<file path="src/rtl/srl_delay_line_pkg.sv">
// srl_delay_line_pkg: shared data width, SRL primitive length and clog2 helper
`ifndef DATA_WIDTH
`define DATA_WIDTH 8
`endif

package srl_delay_line_pkg;
    localparam int SRL_LEN = 32;

    function automatic int clog2(input int n);
        int r;
        r = 0;
        while ((1 << r) < n) r++;
        return r;
    endfunction
endpackage

</file>
<file path="src/rtl/srl_bit_chain.sv">
// srl_bit_chain: one bit column of cascaded 32-deep shift segments with a read tap
module srl_bit_chain import srl_delay_line_pkg::*; #(
    parameter int DEPTH = 64,
    parameter int AW    = 6
) (
    input  logic          clk,
    input  logic          en,
    input  logic          d,
    input  logic [AW-1:0] a,
    output logic          q
);
    localparam int NSEG = DEPTH / SRL_LEN;

    logic [DEPTH-1:0] w_all;
    logic [NSEG-1:0]  w_cin;

    assign w_cin[0] = d;

    for (genvar g = 0; g < NSEG; g++) begin : g_seg
        logic [SRL_LEN-1:0] r_seg;
        // Q31 of the previous segment feeds this segment's D input
        if (g > 0) begin : g_casc
            assign w_cin[g] = w_all[g*SRL_LEN-1];
        end
        always_ff @(posedge clk) begin
            if (en) r_seg <= {r_seg[SRL_LEN-2:0], w_cin[g]};
        end
        assign w_all[g*SRL_LEN +: SRL_LEN] = r_seg;
    end

    assign q = w_all[a];
endmodule

</file>
<file path="src/rtl/srl_delay_line.sv">
// srl_delay_line: programmable-delay sample line; SRL storage is unreset and masked by fill
module srl_delay_line import srl_delay_line_pkg::*; #(
    parameter int WIDTH      = 2*`DATA_WIDTH,
    parameter int MAX_DEPTH  = 64,
    parameter int DEF_DLY_M1 = MAX_DEPTH-1,
    localparam int AW        = clog2(MAX_DEPTH)
) (
    input  logic             clk,
    input  logic             rst_n,
    input  logic             ce,
    input  logic [AW-1:0]    dly_m1,
    input  logic             dly_ld,
    input  logic             din_valid,
    input  logic [WIDTH-1:0] din,
    output logic             dout_valid,
    output logic [WIDTH-1:0] dout
);
    logic             w_shift;
    logic             w_ready;
    logic [WIDTH-1:0] w_tap;
    logic [AW:0]      r_fill;
    logic [AW-1:0]    r_dly;
    logic [WIDTH-1:0] r_dout;
    logic             r_dout_valid;

    assign w_shift = rst_n && ce && din_valid;
    assign w_ready = r_fill >= ({1'b0, r_dly} + 1'b1);

    for (genvar b = 0; b < WIDTH; b++) begin : g_bit
        srl_bit_chain #(.DEPTH(MAX_DEPTH), .AW(AW)) u_chain (
            .clk (clk),
            .en  (w_shift),
            .d   (din[b]),
            .a   (r_dly),
            .q   (w_tap[b])
        );
    end

    always_ff @(posedge clk) begin
        if (!rst_n) begin
            r_fill       <= '0;
            r_dly        <= AW'(DEF_DLY_M1);
            r_dout       <= '0;
            r_dout_valid <= 1'b0;
        end else begin
            // a load restarts the fill count, so pre-load data can never be flagged valid
            r_dout_valid <= w_shift && w_ready && !dly_ld;
            if (w_shift) r_dout <= w_tap;
            if (ce && dly_ld) begin
                r_dly  <= dly_m1;
                r_fill <= {AW'(0), w_shift};
            end else if (w_shift && r_fill != (AW+1)'(MAX_DEPTH)) begin
                r_fill <= r_fill + 1'b1;
            end
        end
    end

    assign dout       = r_dout;
    assign dout_valid = r_dout_valid;
endmodule
</file>
<file path="config.mk">
export PLATFORM = sky130hd
export DESIGN_NAME = srl_delay_line
export DESIGN_NICKNAME = d
export VERILOG_FILES = /design/src/rtl/srl_delay_line_pkg.sv /design/src/rtl/srl_bit_chain.sv /design/src/rtl/srl_delay_line.sv
export SDC_FILE = /design/constraint.sdc
export NUM_CORES = 1
export LEC_CHECK = 0
export ABC_AREA = 1
export CORE_UTILIZATION = 55
export DETAILED_ROUTE_END_ITERATION = 16
export PLACE_DENSITY = 0.77
export SYNTH_ARGS = -nofsm -noshare
export SYNTH_HDL_FRONTEND = slang
export SYNTH_HIERARCHICAL = 1
export SYNTH_SLANG_ARGS = --single-unit
</file>
<file path="constraint.sdc">
create_clock -name clk -period 15.9 [get_ports clk]
set_input_delay 2.385 -clock clk [delete_from_list [all_inputs] [get_ports clk]]
set_output_delay 2.385 -clock clk [all_outputs]
set_load 0.02 [all_outputs]
</file>
==> flow_summary_export.csv, run 1 <==
group,metric,value,unit
sta,rsz0062_at_grt,"false",
cells_and_area,fin_nets,3677,
sta,drv_slew,0,
logic_synthesis,yosysWarningCount,6,
route,detail_route.iter0.violations,2994,
worst_setup_path,reg2reg_from,"r_dly[0]",
worst_setup_path,required,16.16,ns
logic_synthesis,synth_cell_types,26,
floorplan,die_h,282.8,microns
route,vias_per_cell,5.603,
worst_setup_path,r2r_slack,11.05,ns
clocking,clock_sinks,1054,
worst_hold_path,whs_endpoint,"g_bit[3].u_chain/g_seg[0].r_seg[28]",
pwr,p_leak,17.62,nW
pwr,vdd_drop_max,0.07314,mV
floorplan,io_pins,44,
floorplan,core-area,0.07772,sq mm
grt,grt_start_max_net_pins,259,
cells_and_area,syn_to_final_growth,8.774,%
cells_and_area,antenna_cells,0,
grt,grt_pass1_vias,25590,
clocking,htree_levels,3,
logic_synthesis,synth_top_cells_by_area,"edfxtp_1, nand2_1, nand3_1",
route,wl_met3,5889,microns
sta,max_freq,0.1606,GHz
floorplan,dieArea,0.08000,sq mm
sta,final_hold_viol_count,0,
route,num_vias,26720,
placement,dp_cells,4576,
route,drt_wl_total,82930,microns
grt,grt_pass1_wl,134300,microns
worst_setup_path,cp_slowest_cell,"buf_4",
worst_hold_path,holdCritStartpoint,"g_bit[3].u_chain/g_seg[0].r_seg[27]",
logic_synthesis,synthesis.area,0.04338,sq mm
clocking,cts-root-buf,"clkbuf_16",
logic_synthesis,avgSynthCellArea,11.88,sq um
worst_setup_path,timing.rr.end,"dout_valid",
worst_setup_path,reg2reg_depth,13,
route,highest-signal-layer,"met5",
sta,relSlewSlack,8.010,%
cells_and_area,drive_above_1_share,5.927,%
clocking,cts_inserted_buffers,102,
route,drtAntennaViolNets,0,
clocking,hold_buffers,0,
sta,timing.final.setup_violations,0,
placement,place_hpwl,42750,microns
grt,grtUsageTotal,20.85,%
grt,grt-ovfl-total,0,
floorplan,rows,102,
worst_hold_path,whs_path_depth,0,
clocking,cts_tree,"done",
floorplan,initial_core_util,55.81,%
sta,tightest_slew,1.380,ns
clocking,path_clk_slew,0.07,ns
route,wire_per_inst,17.39,microns
route,drt_pass1_iterations,5,
route,wl_met1,37360,microns
outcome,status,"complete, no violations",
worst_setup_path,path_cells,"buf_2 > nand3_4 > inv_16 > buf_12 > buf_4",
sta,fin_crit_sh,39.16,%
route,dr_wl_met2,37730,microns
logic_synthesis,netlist.top_cell.by_area,"edfxtp_1",
sta,fin_setup_tns,0,ns
clocking,post_cts_resized,0,
worst_setup_path,critPathLaunch,"rst_n",
floorplan,die_w,282.8,microns
clocking,clock_latency,0.66,ns
logic_synthesis,syn_nets,3690,
worst_setup_path,crit_family,"buffers and inverters",
pwr,power-per-cell-area,127.3,mW/mm^2
grt,antenna_found_initial,2,
worst_setup_path,critPathCaptureType,"flip-flop",
job,drv_cap,0,
sta,min_period,6.226,ns
worst_setup_path,crit_path_max_fanout,258,
worst_setup_path,critical_path.max_stage_delay,0.92,ns
clocking,post_cts_buffers,0,
worst_setup_path,crit_type,"in -> reg",
logic_synthesis,netlist.area_leader.share,70.88,%
worst_hold_path,hold_class,"reg -> reg",
placement,io_buffers,43,
placement,place_congestion,0.7788,
logic_synthesis,synthCells,3653,
logic_synthesis,ys_seq_area_share,72.27,%
worst_setup_path,cp.arrival,6.49,ns
cells_and_area,final_cells,4769,
worst_setup_path,cp-start-kind,"input pin",
logic_synthesis,synth-seq-cells,1054,
cells_and_area,fill_cells,5811,
worst_setup_path,cp_num_buf_inv,4,
sta,skew,0.02279,ns
route,drc,0,
clocking,max-clock-path-buffers,3,
[through the flow]
| stage | area, sq um | worst slack, ns | hold slack (ns) | total power [mW] | util (%) |
|---|---|---|---|---|---|
| 2_1_floorplan | 43380 | 5.806 | 0.4262 | 3.539 | - |
| 3_3_place_gp | 43780 | 9.046 | 0.4276 | 3.592 | 56.33 |
| 3_5_place_dp | 43780 | 9.003 | 0.4318 | 3.600 | 56.33 |
| 4_1_cts | 47190 | 9.720 | 0.4361 | 6.055 | 60.71 |
| 5_1_grt | 47190 | 9.499 | 0.4516 | 6.211 | 60.71 |
| 6_report | 47190 | 9.674 | 0.4361 | 6.009 | 60.71 |
[cell usage after synthesis, drive strengths merged]
master / n
dfxtp: 30
a21oi: 8
xnor2: 2
nor2: 11
inv: 109
o21ai: 2
nand4: 1
nand2: 1372
buf: 179
edfxtp: 1024
clkbuf: 2
xor2: 5
o211ai: 1
a21o: 1
ha: 10
nand3: 895
nand3b: 1
[cells by family (layout without fill, tap and decap cells)]
logic type,after synthesis,count (layout),share of synthesized area [%]
and+or+nand+nor,2280,2280,22.38
adders and majority gates,10,10,0.2884
DFF,1054,1054,72.27
buffers and inverters,290,366,4.750
xor gates and xnor gates,7,7,0.1413
AOI/OAI and AO/OA,12,12,0.1760
[registers in the layout (all words and copies together), names as in the netlist]
register / flops
g_bit.u_chain/g_seg.r_seg: 1024
dout: 16
r_fill: 7
r_dly: 6
dout_valid: 1
[cell type report]
cell class | instances | area [sq um] | share of cell area [%]
Sequential cell | 1054 | 31370 | 66.48
Clock inverter | 61 | 620.6 | 1.315
Timing Repair Buffer | 64 | 633.1 | 1.342
Tap cell | 1040 | 1301 | 2.758
Clock buffer | 132 | 2789 | 5.910
Multi-Input combinational cell | 2309 | 9970 | 21.13
Inverter | 109 | 505.5 | 1.071
[report_power, final]
part	switching, mW	total [mW]	internal (mW)
registers	0.0481	3.16	3.11
clock network	1.03	2.46	1.43
logic	0.273	0.388	0.116
total	1.35	6.01	4.66
[routing by layer]
layer | vias up | track usage, %
met5 | - | 0
met2 | 885 | 31.26
met3 | 127 | 3.763
met1 | 12960 | 31.01
li1 | 12750 | -
met4 | 4 | 6.861
[cells in the final DEF (no fill, tap or decap), types with 20 or more instances in the layout]
master | netlist | layout
inv_6 | 16 | 20
nand2_1 | 1371 | 1371
edfxtp_1 | 1024 | 1024
dfxtp_1 | 30 | 24
clkbuf_1 | 2 | 21
clkdlybuf4s50_1 | 0 | 42
clkinv_2 | 0 | 21
nand3_1 | 894 | 894
inv_1 | 75 | 75
clkbuf_16 | 0 | 105
[worst max-delay path by stage]
stage                                     endpoint  slack [ns]  depth (start not counted)
6_report       g_bit[6].u_chain/g_seg[1].r_seg[19]        9.67                          5
5_1_grt        g_bit[14].u_chain/g_seg[0].r_seg[0]        9.50                          5
4_1_cts        g_bit[3].u_chain/g_seg[1].r_seg[25]        9.72                          5
3_5_place_dp   g_bit[3].u_chain/g_seg[1].r_seg[26]        9.00                          5
3_3_place_gp   g_bit[3].u_chain/g_seg[1].r_seg[26]        9.05                          5
2_1_floorplan   g_bit[0].u_chain/g_seg[0].r_seg[0]        5.81                          4
(Power assumes the default switching activity.)
==> run 2: changes to the inputs <==
Settings changed: PLACE_DENSITY 0.77 to 0.8.
Clock period 15.9 ns to 5.11 ns, I/O delays scaled along.
==> run 2 against run 1 <==
  * First-iteration DRC count grew 11%
  * Power grew to 3.2 times the previous value
  * Critical path depth shrank 1
  * Die area is the same
  * Global-route usage grew 1.1 points
  * Largest power group unchanged
==> flow_summary_export.csv, run 2 (synthesis results as in run 1) <==
group,metric,value,unit
outcome,status,"complete, no violations",
floorplan,die_h,282.8,microns
worst_setup_path,r2r_slack,2.40,ns
cells_and_area,final_common_cell,"nand2_1",
sta,fin_setup_tns,0,ns
worst_setup_path,critPathCaptureType,"flip-flop",
cells_and_area,multiInputGateArea,0.009970,sq mm
cells_and_area,post-route-cell-area,0.04761,sq mm
sta,min_period,2.961,ns
grt,grt_pass1_vias,26960,
cells_and_area,largest_reg_flops,1024,
floorplan,core-area,0.07772,sq mm
worst_setup_path,required,5.39,ns
sta,drv_slew,0,
route,wire_per_inst,17.99,microns
sta,skew,0.02594,ns
worst_setup_path,cp-start-kind,"input pin",
clocking,htree_levels,3,
pwr,p_comb_share,6.5,%
worst_hold_path,hold_class,"reg -> reg",
sta,final_hold_viol_count,0,
clocking,max-clock-path-buffers,3,
pwr,internal_power,14.78,mW
cells_and_area,layout_common_cells,"nand2_1, edfxtp_1, nand3_1",
grt,grt-ovfl-total,0,
clocking,post_cts_resized,0,
route,num_vias,27510,
placement,placed_area,0.04406,sq mm
grt,grtUsageTotal,21.93,%
clocking,clock_sinks,1054,
floorplan,io_pins,44,
route,drt_pass1_iterations,5,
pwr,p_seq_share,51.7,%
floorplan,dieArea,0.08000,sq mm
clocking,hold_buffers,0,
cells_and_area,seqCellArea,0.03137,sq mm
cells_and_area,syn_to_final_growth,9.758,%
route,detail_route.iter0.violations,3312,
sta,rsz0062_at_grt,"false",
worst_setup_path,reg2reg_from,"r_dly[0]",
sta,tightest_slew,0.8950,ns
pwr,switching_power,4.246,mW
clocking,cts-root-buf,"clkbuf_16",
clocking,clock_latency,0.66,ns
route,drt_wl_total,86140,microns
route,drtAntennaViolNets,0,
cells_and_area,largest_register,"g_bit.u_chain/g_seg.r_seg",
cells_and_area,fill_cells,5704,
floorplan,rows,102,
clocking,cts_tree,"done",
worst_setup_path,timing.rr.end,"dout[10]",
clocking,cts_inserted_buffers,102,
worst_setup_path,critical_path.max_stage_delay,0.77,ns
cells_and_area,drive_above_1_share,6.487,%
pwr,p_leak,17.80,nW
clocking,path_clk_slew,0.07,ns
clocking,post_cts_buffers,0,
floorplan,initial_core_util,55.81,%
worst_setup_path,path_cells,"clkdlybuf4s50_1 > nand3_4 > inv_16 > buf_4",
worst_setup_path,reg2reg_depth,12,
job,drv_cap,0,
placement,place_congestion,0.7828,
cells_and_area,fin_nets,3696,
sta,max_freq,0.3377,GHz
route,vias_per_cell,5.746,
pwr,power,19.03,mW
sta,timing.final.setup_violations,0,
pwr,switching_share,22.31,%
worst_setup_path,cp.arrival,3.25,ns
worst_setup_path,crit_end,"g_bit[4].u_chain/g_seg[0].r_seg[5]",
grt,grt_start_max_net_pins,192,
pwr,clkPwrFrac,41.8,%
cells_and_area,final_core_util,61.26,%
placement,io_buffers,43,
grt,grt_pass1_wl,141300,microns
worst_setup_path,cp_slowest_cell,"inv_16",
pwr,power-per-cell-area,399.7,mW/mm^2
worst_setup_path,crit_path_max_fanout,191,
sta,fin_crit_sh,57.95,%
floorplan,die_w,282.8,microns
placement,place_hpwl,45570,microns
route,drc,0,
worst_setup_path,crit_type,"in -> reg",
pwr,vdd_drop_max,0.2307,mV
sta,relSlewSlack,40.33,%
worst_setup_path,critPathLaunch,"ce",
grt,antenna_found_initial,1,
run 2: layer usage:
| metal | track usage (%) | wire length, microns |
|---|---|---|
| met1 | 31.87 | 36780 |
| met2 | 34.33 | 40680 |
| met3 | 3.063 | 6686 |
| met4 | 7.374 | 1992 |
| met5 | 0 | 0 |
run 2: how the worst min path moves through the flow:
stage                                                    start                              endpoint  slack [ns]  depth (start not counted)
final                      g_bit[9].u_chain/g_seg[0].r_seg[30]   g_bit[9].u_chain/g_seg[0].r_seg[31]        0.43                          0
after global placement      g_bit[4].u_chain/g_seg[0].r_seg[1]    g_bit[4].u_chain/g_seg[0].r_seg[2]        0.43                          0
after global routing       g_bit[9].u_chain/g_seg[0].r_seg[30]   g_bit[9].u_chain/g_seg[0].r_seg[31]        0.44                          0
after floorplan             g_bit[0].u_chain/g_seg[0].r_seg[5]    g_bit[0].u_chain/g_seg[0].r_seg[6]        0.43                          0
after CTS                  g_bit[9].u_chain/g_seg[0].r_seg[30]   g_bit[9].u_chain/g_seg[0].r_seg[31]        0.43                          0
after detailed placement  g_bit[12].u_chain/g_seg[0].r_seg[22]  g_bit[12].u_chain/g_seg[0].r_seg[23]        0.43                          0
run 2: power by group through the flow:
| stage | registers (mW) | clock network [mW] | logic [mW] |
|---|---|---|---|
| finish | 9.84 | 7.96 | 1.23 |
| global route | 9.86 | 8.40 | 1.38 |
| CTS | 9.84 | 8.08 | 1.23 |
| detailed placement | 10.0 | 0 | 1.21 |
| global placement | 10.0 | 0 | 1.18 |
| floorplan | 9.98 | 0 | 0.978 |
run 2: worst max-delay path, delay by kind of cell:
family	cells	cell delay [ns]
AND/OR/NAND/NOR	1	0.45
buffers and inverters	3	1.87
run 2: per-stage QoR:
stage                     setup slack [ns]  hold slack (ns)  cells
after floorplan                     0.7003           0.4262   3653
after global placement               1.586           0.4272   4595
after detailed placement             1.520           0.4317   4595
after CTS                            2.226           0.4331   4786
after global routing                 2.064           0.4418   4787
final                                2.149           0.4329   4787
run 2: area by class of cell:
| type | count | share of cell area [%] |
|---|---|---|
| sequential | 1054 | 65.88 |
| multi-input combinational | 2309 | 20.94 |
| clock buffer | 131 | 5.873 |
| tap | 1040 | 2.733 |
| timing repair buffer | 83 | 1.918 |
| clock inverter | 60 | 1.590 |
| inverter | 109 | 1.062 |
| antenna | 1 | 0.005256 |
